===== src/rtl/instr_fetch_pkg.sv =====
// Shared types and constants for the instruction fetch front end.
package instr_fetch_pkg;

  localparam logic [31:0] NOP_INSTR        = 32'h0000_0013;
  localparam logic [31:0] DEFAULT_RESET_PC = 32'h0000_0000;
  localparam int          QUEUE_DEPTH      = 2;

  typedef struct packed {
    logic [31:0] pc;
    logic [31:0] instr;
    logic        fault;
  } fetch_entry_t;

  localparam fetch_entry_t IDLE_ENTRY = '{pc: 32'h0, instr: NOP_INSTR, fault: 1'b0};

  function automatic logic [31:0] word_index(input logic [31:0] byte_pc);
    return {2'b00, byte_pc[31:2]};
  endfunction

endpackage


===== src/rtl/fetch_queue.sv =====
// Two-entry FIFO holding fetched {pc, instr, fault} entries; flush beats push and pop.
module fetch_queue import instr_fetch_pkg::*; (
  input  logic         clk,
  input  logic         rst,
  input  logic         flush,
  input  logic         push,
  input  fetch_entry_t push_data,
  input  logic         pop,
  output logic         head_valid,
  output fetch_entry_t head_data,
  output logic         full
);

  fetch_entry_t mem [QUEUE_DEPTH];
  logic [1:0]   count;
  logic         wptr;
  logic         rptr;
  logic         do_push;
  logic         do_pop;

  assign full       = (count == 2'(QUEUE_DEPTH));
  assign head_valid = (count != 2'd0);
  assign do_pop     = pop & head_valid;
  assign do_push    = push & (~full | do_pop);

  // Empty queue presents the idle entry so decode sees a NOP with pc 0.
  assign head_data  = head_valid ? mem[rptr] : IDLE_ENTRY;

  always_ff @(posedge clk) begin
    if (rst || flush) begin
      count <= 2'd0;
      wptr  <= 1'b0;
      rptr  <= 1'b0;
    end else begin
      if (do_push) wptr <= ~wptr;
      if (do_pop)  rptr <= ~rptr;
      count <= count + {1'b0, do_push} - {1'b0, do_pop};
    end
  end

  always_ff @(posedge clk) begin
    if (do_push && !flush) mem[wptr] <= push_data;
  end

endmodule


===== src/rtl/instr_fetch.sv =====
// Fetch front end: PC register driving the instruction ROM, feeding a 2-entry queue to decode.
module instr_fetch import instr_fetch_pkg::*; #(
  parameter logic [31:0] RESET_PC   = DEFAULT_RESET_PC,
  parameter int unsigned IMEM_WORDS = 256
) (
  input  logic        clk,
  input  logic        rst,
  input  logic        fetch_en,
  input  logic        redirect_valid,
  input  logic [31:0] redirect_pc,
  output logic [31:0] imem_addr,
  input  logic [31:0] imem_instr,
  output logic        out_valid,
  input  logic        out_ready,
  output logic [31:0] out_pc,
  output logic [31:0] out_instr,
  output logic        out_fault,
  output logic [31:0] pc_o
);

  logic [31:0]  pc_p0;
  logic         fault_p0;
  logic         vld_p0;
  fetch_entry_t entry_p0;
  fetch_entry_t head_p1;
  logic         vld_p1;
  logic         pop;
  logic         full;
  logic         unused_redirect_bits;

  assign unused_redirect_bits = ^redirect_pc[1:0];

  // Stage p0: PC addresses the ROM, the returned word is checked and packed.
  assign imem_addr = word_index(pc_p0);
  assign fault_p0  = (imem_addr >= IMEM_WORDS);
  assign entry_p0  = '{pc: pc_p0, instr: (fault_p0 ? NOP_INSTR : imem_instr), fault: fault_p0};

  assign pop    = vld_p1 & out_ready;
  assign vld_p0 = fetch_en & ~redirect_valid & (~full | pop);

  always_ff @(posedge clk) begin
    if (rst) begin
      pc_p0 <= {RESET_PC[31:2], 2'b00};
    end else if (redirect_valid) begin
      pc_p0 <= {redirect_pc[31:2], 2'b00};
    end else if (vld_p0) begin
      pc_p0 <= pc_p0 + 32'd4;
    end
  end

  // Stage p1: queued entries presented to decode.
  fetch_queue u_queue (
    .clk        (clk),
    .rst        (rst),
    .flush      (redirect_valid),
    .push       (vld_p0),
    .push_data  (entry_p0),
    .pop        (pop),
    .head_valid (vld_p1),
    .head_data  (head_p1),
    .full       (full)
  );

  assign out_valid = vld_p1;
  assign out_pc    = head_p1.pc;
  assign out_instr = head_p1.instr;
  assign out_fault = head_p1.fault;
  assign pc_o      = pc_p0;

endmodule


===== config.mk =====
export PLATFORM = sky130hd
export DESIGN_NAME = instr_fetch
export DESIGN_NICKNAME = d
export VERILOG_FILES = /design/src/rtl/instr_fetch_pkg.sv /design/src/rtl/fetch_queue.sv /design/src/rtl/instr_fetch.sv
export SDC_FILE = /design/constraint.sdc
export NUM_CORES = 1
export LEC_CHECK = 0
export ABC_AREA = 1
export CORE_MARGIN = 5
export CORE_UTILIZATION = 54
export CTS_CLUSTER_DIAMETER = 50
export DETAILED_ROUTE_END_ITERATION = 8
export PLACE_DENSITY = 0.87
export SETUP_SLACK_MARGIN = 0.05
export SYNTH_ARGS = -nofsm -noshare
export SYNTH_HDL_FRONTEND = slang
export SYNTH_SLANG_ARGS = --single-unit

===== constraint.sdc =====
create_clock -name clk -period 12.3 [get_ports clk]
set_input_delay 2.46 -clock clk [delete_from_list [all_inputs] [get_ports clk]]
set_output_delay 2.46 -clock clk [all_outputs]
set_load 0.005 [all_outputs]

==> results.md <==
* Status: complete, no violations
* Mapped cell area at 7960 sq um
* Skew-Pair Late Insertion Delay at 420 ps
* PnR Total Power at 1.33 mW
* Power density over the cells at 131 nW/um^2
* Placed insts at 1,170
* Final number of hold-violating endpoints at 0
* Post-DP HPWL at 13,000 um
* Die X at 131 um
* Reg2Reg Depth at 5
* Number of diodes at 0
* Max Clk Rate at 0.203 GHz
* Count of non-filler cells in the finished layout at 1,202
* Flops & latches, synth at 161
* Setup Skew at 11.8 ps
* Clock transition at the registers of the reported paths at 60 ps
* Pins Over Slew Limit at 0
* Setup crit end: out_pc[21]
* Number of hold buffers added after CTS at 0
* Std-Cell Rows at 44
* Synth cell types at 39
* FILL cells at 1,035
* Top_reg_cell synth: edfxtp_1
* Wire per inst at 16.3 um
* Post-synth top cells: nand2_1 (239), edfxtp_1 (126), inv_1 (89), a21oi_1 (84), buf_4 (66)
* GPL Wtd Cong at 0.821
* Input/output buffers at 190
* CTS tree: done
* Static leakage at 3.89 nW
* CP startpoint kind: flop
* Post-route ant nets at 0
* Yosys warnings at 0
* Tcrit/Tclk final at 0.401
* Final WL at 19,600 um
* Cell count after synthesis at 883
* 1st-iter DRT viols at 461
* Area contributors post-synth: edfxtp_1 (48%), nand2_1 (11%), dfxtp_1 (8.8%)
* Placed instance area at 9540 sq um
* Area leader, netlist: edfxtp_1
* Most frequent cell after synthesis: nand2_1
* CP max FO at 63
* Final setup viols at 0
* RSZ-0062 raised after global routing: no
* DRC viols at 0
* Post-CTS sizing at 0
* Antenna violations before repair at 0
* Largest stage delay, worst path at 800 ps
* Max-Cap Viols at 0
* # nets final at 1,078
* Worst Path Required at 9840 ps
* Slowest-stage cell, CP: inv_2
* DR vias at 6,291
* Fin Setup TNS at 0 ps
* Total gr overflow at 0
* Layout area overhead at 28.0%
* Full die area at 17,300 sq um
* Post-synth top area share at 0.475
* Total CTS buffers at 17
* Initial Utilization at 0.550
* Post-synth EDFFs at 126
* Postcts setup bufs at 0
* Reg-to-reg endpoint: u_queue.mem[0][23]
* DR vias/cell at 5.23
* Sink Count at 161
* First-pass iteration count of the detailed router at 5
* Finished Cell Area at 10,200 sq um
* Pin count of the biggest net entering global routing at 64
* Clock buffer depth at 2
* Ys async rst share at 0
* Core area at 14,500 sq um
* Worst min path class: reg -> reg
* I/O pin total at 199
* Synth Area per Inst at 9.01 sq um
* Post-synthesis sequential area ratio at 0.563
* Die Ht at 131 um
* Root Buffer: clkbuf_16
* Least-Margin Pin Slew at 1130 ps
* Reg-to-reg slack, setup at 9800 ps
* Critical path class: reg -> out
* Relative slew slack at 0.248
* Fraction of layout cells with a size suffix above 1 at 0.0747
* Vias in the first global route at 5,997
* Worst EP arrival at 2470 ps
* Minimum clock period at 4930 ps
* First-pass GRT wire length at 30,700 um
* FF-to-FF Start: u_queue.count[0]
* GRT Resource Usage Total at 0.221
* Worst Setup End Kind: primary output
* Crit path cell chain: inv_2, nand2_1, a21oi_1, clkdlybuf4s50_1
* Htree depth at 4
* Peak VDD IR at 0.0000945 V
* Worst Hold Depth at 2
[final cells by class]
type | instances | area (sq um) | share of cell area
Clock buffer | 26 | 489 | 0.0480
Clock inverter | 6 | 155 | 0.0152
Inverter | 98 | 373 | 0.0366
Multi-Input combinational cell | 530 | 2500 | 0.245
Sequential cell | 161 | 4490 | 0.440
Tap cell | 184 | 230 | 0.0226
Timing Repair Buffer | 197 | 1950 | 0.192
[metrics by stage]
| stage | util | hold slack [ps] | setup WS (ps) |
|---|---|---|---|
| floorplan | - | 465 | 6430 |
| global placement | 0.659 | 512 | 7120 |
| detailed placement | 0.659 | 525 | 7080 |
| CTS | 0.704 | 534 | 7320 |
| global route | 0.704 | 576 | 7200 |
| finish | 0.704 | 545 | 7370 |
[sequential cells by signal (all words and copies together), names as in the netlist, named ones only]
signal and count:
pc_o 30, u_queue.count 2, u_queue.mem 126, u_queue.rptr 1
u_queue.wptr 1
[layout by cell type, fill, tap and decap left out, types with 3 or more instances in the layout]
cell	instances
clkbuf_16	17
o21ai_1	9
clkdlybuf4s50_1	190
clkbuf_8	3
bufinv_16	5
a21oi_1	84
nor3_1	3
o21ai_0	21
edfxtp_1	126
nand2_1	239
nor2_2	7
dfxtp_1	34
buf_4	7
or2_1	3
nor2_4	9
inv_2	7
inv_1	89
xnor2_1	4
ha_1	4
nand2_4	4
nand2_2	9
xor2_1	3
nand3_1	43
nor2_1	62
conb_1	6
clkbuf_1	6
[per-layer routing]
metal,share of wire,global-route usage,up-vias
li1,-,-,3038
met1,0.38,0.263,2949
met2,0.53,0.395,274
met3,0.073,0.0497,30
met4,0.017,0.0783,0
met5,0,0,-
[worst min path at each step]
| stage | start | end | slack (ps) |
|---|---|---|---|
| after floorplan | u_queue.count[1] | u_queue.count[1] | 460 |
| after global placement | u_queue.count[1] | u_queue.count[1] | 510 |
| after detailed placement | u_queue.count[1] | u_queue.count[1] | 520 |
| after CTS | u_queue.count[1] | u_queue.count[1] | 530 |
| after global routing | u_queue.count[1] | u_queue.count[1] | 580 |
| final | u_queue.wptr | u_queue.wptr | 550 |
[report_power, final]
group	switching [mW]	internal [mW]
Sequential	0.0208	0.605
Clock	0.195	0.377
Combinational	0.0631	0.0719
[critical path: cells and delay by family (launching register included)]
family | cells | cell delay, ps
simple gates | 1 | 180
flops | 1 | 320
compound gates | 1 | 200
buf+inv | 2 | 1340
[kinds of logic after synthesis]
kind of cell | after synthesis | synth area share
compound gates | 122 | 0.0792
xor+xnor | 7 | 0.00770
fa+ha+maj | 4 | 0.00629
buf+inv | 197 | 0.128
flops | 161 | 0.563
other cells | 1 | 0.000471
simple gates | 391 | 0.215
Power figures use the tool's default switching activity.
